### src/rtl/dac_spi_tx.sv
// dac_spi_tx: serialises 12-bit samples into 16-bit SPI frames for an
// MCP4921-class DAC, then pulses LDAC to update the analogue output.
// A one-deep buffer holds a sample that arrives while a frame is in flight.
//
// Handshake: update is a one-cycle strobe qualifying S. The block never
// back-pressures. While busy, a strobe is buffered. A strobe that overwrites
// an already buffered sample raises overrun in that same cycle; the latest
// sample wins.
module dac_spi_tx #(
    parameter int         CLK_DIV  = 4,
    parameter logic [3:0] CFG_BITS = 4'b0111
) (
    input  logic        clk,
    input  logic        reset_n,
    input  logic [11:0] S,
    input  logic        update,
    output logic        dac_cs_n,
    output logic        dac_sclk,
    output logic        dac_mosi,
    output logic        dac_ldac_n,
    output logic        busy,
    output logic        overrun,
    output logic [1:0]  dbg_state
);

    localparam int            TW       = (CLK_DIV > 1) ? $clog2(CLK_DIV) : 1;
    localparam logic [TW-1:0] TICK_MAX = TW'(CLK_DIV - 1);

    typedef enum logic [1:0] {
        ST_IDLE  = 2'd0,
        ST_SHIFT = 2'd1,
        ST_HOLD  = 2'd2,
        ST_LDAC  = 2'd3
    } state_t;

    state_t          r_state;
    state_t          w_next_state;
    logic [TW-1:0]   r_tick;
    logic            r_phase;     // 0: SCLK low half, 1: SCLK high half
    logic [3:0]      r_bit;
    logic [15:0]     r_shreg;
    logic [11:0]     r_hold;
    logic            r_pending;

    logic            w_tick_end;
    logic            w_bit_done;
    logic            w_ldac_exit;
    logic            w_load;
    logic [11:0]     w_load_sample;

    assign w_tick_end    = (r_tick == TICK_MAX);
    assign w_bit_done    = (r_state == ST_SHIFT) && w_tick_end && r_phase;
    assign w_ldac_exit   = (r_state == ST_LDAC) && w_tick_end;
    // A fresh strobe takes priority over the buffered sample at LDAC exit.
    assign w_load        = ((r_state == ST_IDLE) && update) ||
                           (w_ldac_exit && (r_pending || update));
    assign w_load_sample = update ? S : r_hold;

    assign dac_cs_n   = (r_state != ST_SHIFT);
    assign dac_sclk   = (r_state == ST_SHIFT) && r_phase;
    assign dac_mosi   = r_shreg[15];
    assign dac_ldac_n = (r_state != ST_LDAC);
    assign busy       = (r_state != ST_IDLE);
    assign overrun    = update && r_pending && (r_state != ST_IDLE);
    assign dbg_state  = r_state;

    // State register.
    always_ff @(posedge clk or negedge reset_n) begin
        if (!reset_n) begin
            r_state <= ST_IDLE;
        end else begin
            r_state <= w_next_state;
        end
    end

    // Next-state logic: each phase ends on the last tick of the divider.
    always_comb begin
        w_next_state = r_state;
        case (r_state)
            ST_IDLE:  if (update) w_next_state = ST_SHIFT;
            ST_SHIFT: if (w_bit_done && (r_bit == 4'd15)) w_next_state = ST_HOLD;
            ST_HOLD:  if (w_tick_end) w_next_state = ST_LDAC;
            ST_LDAC:  if (w_tick_end) w_next_state = (r_pending || update) ? ST_SHIFT : ST_IDLE;
            default:  w_next_state = ST_IDLE;
        endcase
    end

    // Divider tick, SCLK half-phase and bit counter.
    always_ff @(posedge clk or negedge reset_n) begin
        if (!reset_n) begin
            r_tick  <= '0;
            r_phase <= 1'b0;
            r_bit   <= 4'd0;
        end else begin
            if ((r_state == ST_IDLE) || w_tick_end) begin
                r_tick <= '0;
            end else begin
                r_tick <= r_tick + 1'b1;
            end

            if (r_state != ST_SHIFT) begin
                r_phase <= 1'b0;
                r_bit   <= 4'd0;
            end else if (w_tick_end) begin
                r_phase <= ~r_phase;
                if (r_phase) begin
                    r_bit <= r_bit + 1'b1;
                end
            end
        end
    end

    // Frame shift register: load on frame start, shift after each high phase.
    always_ff @(posedge clk or negedge reset_n) begin
        if (!reset_n) begin
            r_shreg <= 16'd0;
        end else if (w_load) begin
            r_shreg <= {CFG_BITS, w_load_sample};
        end else if (w_bit_done) begin
            r_shreg <= {r_shreg[14:0], 1'b0};
        end
    end

    // One-deep sample buffer; loading a frame consumes it.
    always_ff @(posedge clk or negedge reset_n) begin
        if (!reset_n) begin
            r_hold    <= 12'd0;
            r_pending <= 1'b0;
        end else if (w_load) begin
            r_pending <= 1'b0;
        end else if (update && (r_state != ST_IDLE)) begin
            r_hold    <= S;
            r_pending <= 1'b1;
        end
    end

endmodule
### config.mk
export PLATFORM = sky130hd
export DESIGN_NAME = dac_spi_tx
export DESIGN_NICKNAME = d
export VERILOG_FILES = /design/src/rtl/dac_spi_tx.sv
export SDC_FILE = /design/constraint.sdc
export NUM_CORES = 1
export LEC_CHECK = 0
export CAP_MARGIN = 25
export CORE_MARGIN = 4
export CORE_UTILIZATION = 35
export CTS_CLUSTER_SIZE = 8
export DETAILED_ROUTE_END_ITERATION = 7
export HOLD_SLACK_MARGIN = 0.1
export PLACE_DENSITY = 0.65
export SLEW_MARGIN = 10
export SYNTH_ARGS = -nofsm -noshare
export SYNTH_HDL_FRONTEND = slang
export SYNTH_SLANG_ARGS = --single-unit
### constraint.sdc
create_clock -name clk -period 1.31 [get_ports clk]
set_input_delay 0.262 -clock clk [delete_from_list [all_inputs] [get_ports clk]]
set_output_delay 0.262 -clock clk [all_outputs]
set_load 0.02 [all_outputs]
==> flow_metrics.py <==
metrics = {
    "timing": {
        "rsz0062_at_grt": "true",
        "final-setup-viol-count": 35,
        "clock_skew_ns": 0.00343,
        "relSlewSlack": 0.808,
        "maxSlewViolCount": 0,
        "finalCritPeriodShare": 1.20,
        "max_freq_ghz": 0.638,
        "finalHoldViolCount": 0,
        "timing.final.crit_period_ns": 1.57,
        "setup_ws_ns": -0.258,
        "tightest_slew_ns": 0.287,
        "final.setup.tns_ns": -6.50,
        "whs_ns": 0.473,
    },
    "global_route": {
        "grt_pass1_vias": 1493,
        "grt_max_degree": 39,
        "overflow": 0,
        "antenna_found_initial": 0,
        "grtUsageTotal": 0.148,
        "grt_pass1_wl_mm": 7.29,
    },
    "setup_path": {
        "crit_type": "register to register",
        "path_cells": "inv_4 -> ha_4 -> inv_4 -> buf_6 -> a21o_4 -> buf_12 -> a211oi_4 -> a31oi_4",
        "cp-start-kind": "register",
        "slowest_stage": "dfrtp_2",
        "cp_max_fo": 7,
        "slowest_delay_ns": 0.43,
        "cp.required_ns": 1.49,
        "cp_common_cell": "inv_4",
        "regToRegSetupSlack_ns": -0.26,
        "worstSetupEndpointType": "register",
        "path_buf_inv": 4,
        "critPathTopFamily": "compound AO/OA/AOI/OAI gates",
        "worstPathArrival_ns": 1.74,
    },
    "clock_tree": {
        "clk_latency_ns": 0.29,
        "clk_path_buf_depth": 2,
        "clk_pin_slew_worst_paths_ns": 0.07,
        "cts_buffers": 5,
        "tritoncts": "built",
        "clock_sinks": 38,
        "cts_root_buf": "clkbuf_8",
        "htreeDepth": 2,
    },
    "floorplan": {
        "start_util": 0.365,
        "die_x_um": 81.4,
        "ios": 23,
        "die-area_mm2": 0.00663,
        "core-area_mm2": 0.00517,
        "std_cell_rows": 26,
        "die-height_um": 81.4,
    },
    "pwr": {
        "power.density_mw_per_mm2": 2080,
        "vdd_drop_max_v": 0.00101,
        "total_power_mw": 5.99,
        "leakage_nw": 1.20,
    },
    "placement": {
        "routabilityCongestion": 0.780,
        "port-buffer-count": 22,
        "hpwlAfterDp_mm": 2.53,
    },
    "worst_hold_path": {
        "hold_class": "input port to asynchronous set/reset pin",
    },
    "cells_and_area": {
        "multiInputGateArea_mm2": 0.00107,
        "n_antenna_cell": 0,
        "fillers": 444,
        "nets": 256,
        "final_core_util": 0.556,
        "register_area_um2": 953,
        "area_growth_pct": 52.5,
        "drive_above_1_share": 0.457,
    },
    "yosys": {
        "synth_seq_area_share": 0.504,
        "yosysTopAreaCell": "dfrtp_1",
        "yosys-top-cells-count": "38 x dfrtp_1, 32 x nand2_1, 12 x a31oi_1, 12 x mux2_2, 11 x nor2b_1",
        "syn_avg_cell_area_um2": 10.6,
        "yosysUniqueCellTypes": 36,
        "yosysTopAreaCellShare": 0.504,
        "synth-seq-cells": 38,
        "syn_nets": 200,
        "synth_ff_type": "dfrtp_1",
        "synth.area.top_cells": "dfrtp_1 50%, mux2_2 7.2%, nand2_1 6.4%, ha_1 4.6%, a31oi_1 4.0%",
        "async_reset_ff_frac": 1.00,
        "synth-edff-count": 0,
        "yosysMostFrequentCell": "dfrtp_1",
        "synth_warnings": 0,
        "syn_area_mm2": 0.00189,
        "synthCells": 178,
    },
    "routing": {
        "drt_iter0_drc": 62,
        "viasPerCell": 4.97,
        "wl_per_cell_um": 14.8,
        "drc_errors": 0,
        "drt.antenna.violating_nets": 0,
        "drtPass1Iterations": 4,
        "via_count": 1510,
        "wl_mm": 4.49,
    },
    "job": {
        "maxCapViolations": 0,
    },
    "outcome": {
        "status": "finished with violations",
        "violations": "negative setup slack",
    },
}
==> power by group <==
group	internal (mW)	switching (mW)	total, mW
Combinational	1.81	1.42	3.23
Sequential	1.67	0.275	1.94
Clock	0.417	0.395	0.813
Total	3.90	2.09	5.99
==> registers in the layout, summed over array words and instances (netlist names) <==
name	flops
r_tick	2
r_pending	1
dbg_state	2
r_hold	12
r_shreg	16
r_bit	4
r_phase	1
==> through the flow <==
| stage | area [um2] | worst slack, ns | instances |
|---|---|---|---|
| floorplan | 1970 | -0.151 | 178 |
| global placement | 2420 | -0.447 | 282 |
| detailed placement | 2420 | -0.452 | 282 |
| CTS | 2780 | -0.268 | 300 |
| global route | 2880 | -0.315 | 304 |
| finish | 2880 | -0.258 | 304 |
==> routing by layer <==
metal / up-vias / GRT usage / wire length [um]
li1: 733 / - / -
met1: 734 / 0.183 / 1990
met2: 31 / 0.233 / 2200
met3: 12 / 0.0471 / 155
met4: 0 / 0.0709 / 132
met5: - / 0 / 0
==> cell usage in the layout, fill, tap and decap left out, types with 4 or more instances in the layout <==
| cell type | Yosys | routed |
|---|---|---|
| a211oi_2 | 2 | 9 |
| a31oi_1 | 12 | 8 |
| buf_12 | 0 | 7 |
| buf_4 | 6 | 19 |
| buf_6 | 2 | 11 |
| clkbuf_8 | 0 | 6 |
| clkdlybuf4s50_1 | 0 | 13 |
| dfrtp_1 | 38 | 36 |
| ha_4 | 0 | 4 |
| mux2_2 | 12 | 12 |
| nand2_1 | 32 | 31 |
| nand3_1 | 8 | 4 |
| nand3_2 | 1 | 5 |
| nor2b_1 | 11 | 11 |
==> final timing paths <==
path,cells after the start,end,startpoint
setup / recovery,8,r_shreg[10],dbg_state[1]
hold / removal,3,r_bit[2],reset_n
setup reg to reg,8,r_shreg[10],dbg_state[1]
hold reg to reg,1,r_hold[4],r_hold[4]
max in group asynchronous,3,dbg_state[1],reset_n
min in group clk,1,r_hold[4],r_hold[4]
==> kinds of logic after synthesis <==
kind of cell	count (synthesis)	synth area share
simple gates	65	0.169
flops	38	0.504
compound gates	37	0.139
buf+inv	15	0.0511
mux	13	0.0769
fa+ha+maj	7	0.0464
xor+xnor	3	0.0139
==> area by class of cell <==
type,instances,share of cell area
Inverter,5,0.00913
Multi-Input combinational cell,125,0.370
Sequential cell,38,0.331
Tap cell,70,0.0304
Clock buffer,7,0.0300
Timing Repair Buffer,59,0.229
==> worst register-to-register path, cell delays in order (launching register included) <==
cell	delay [ns]
dfrtp_2	0.43
inv_4	0.08
ha_4	0.15
inv_4	0.04
buf_6	0.11
a21o_4	0.23
buf_12	0.16
a211oi_4	0.20
a31oi_4	0.05
==> what timing repair did <==
action	in CTS	in global routing
buffers inserted	9	4
pin swaps	24	8
gates cloned	3	0
endpoints found under the hold margin	38	0
hold buffers	1	0
endpoints found under the setup margin	39	40
resized for setup	59	20
Power figures use the tool's default switching activity.
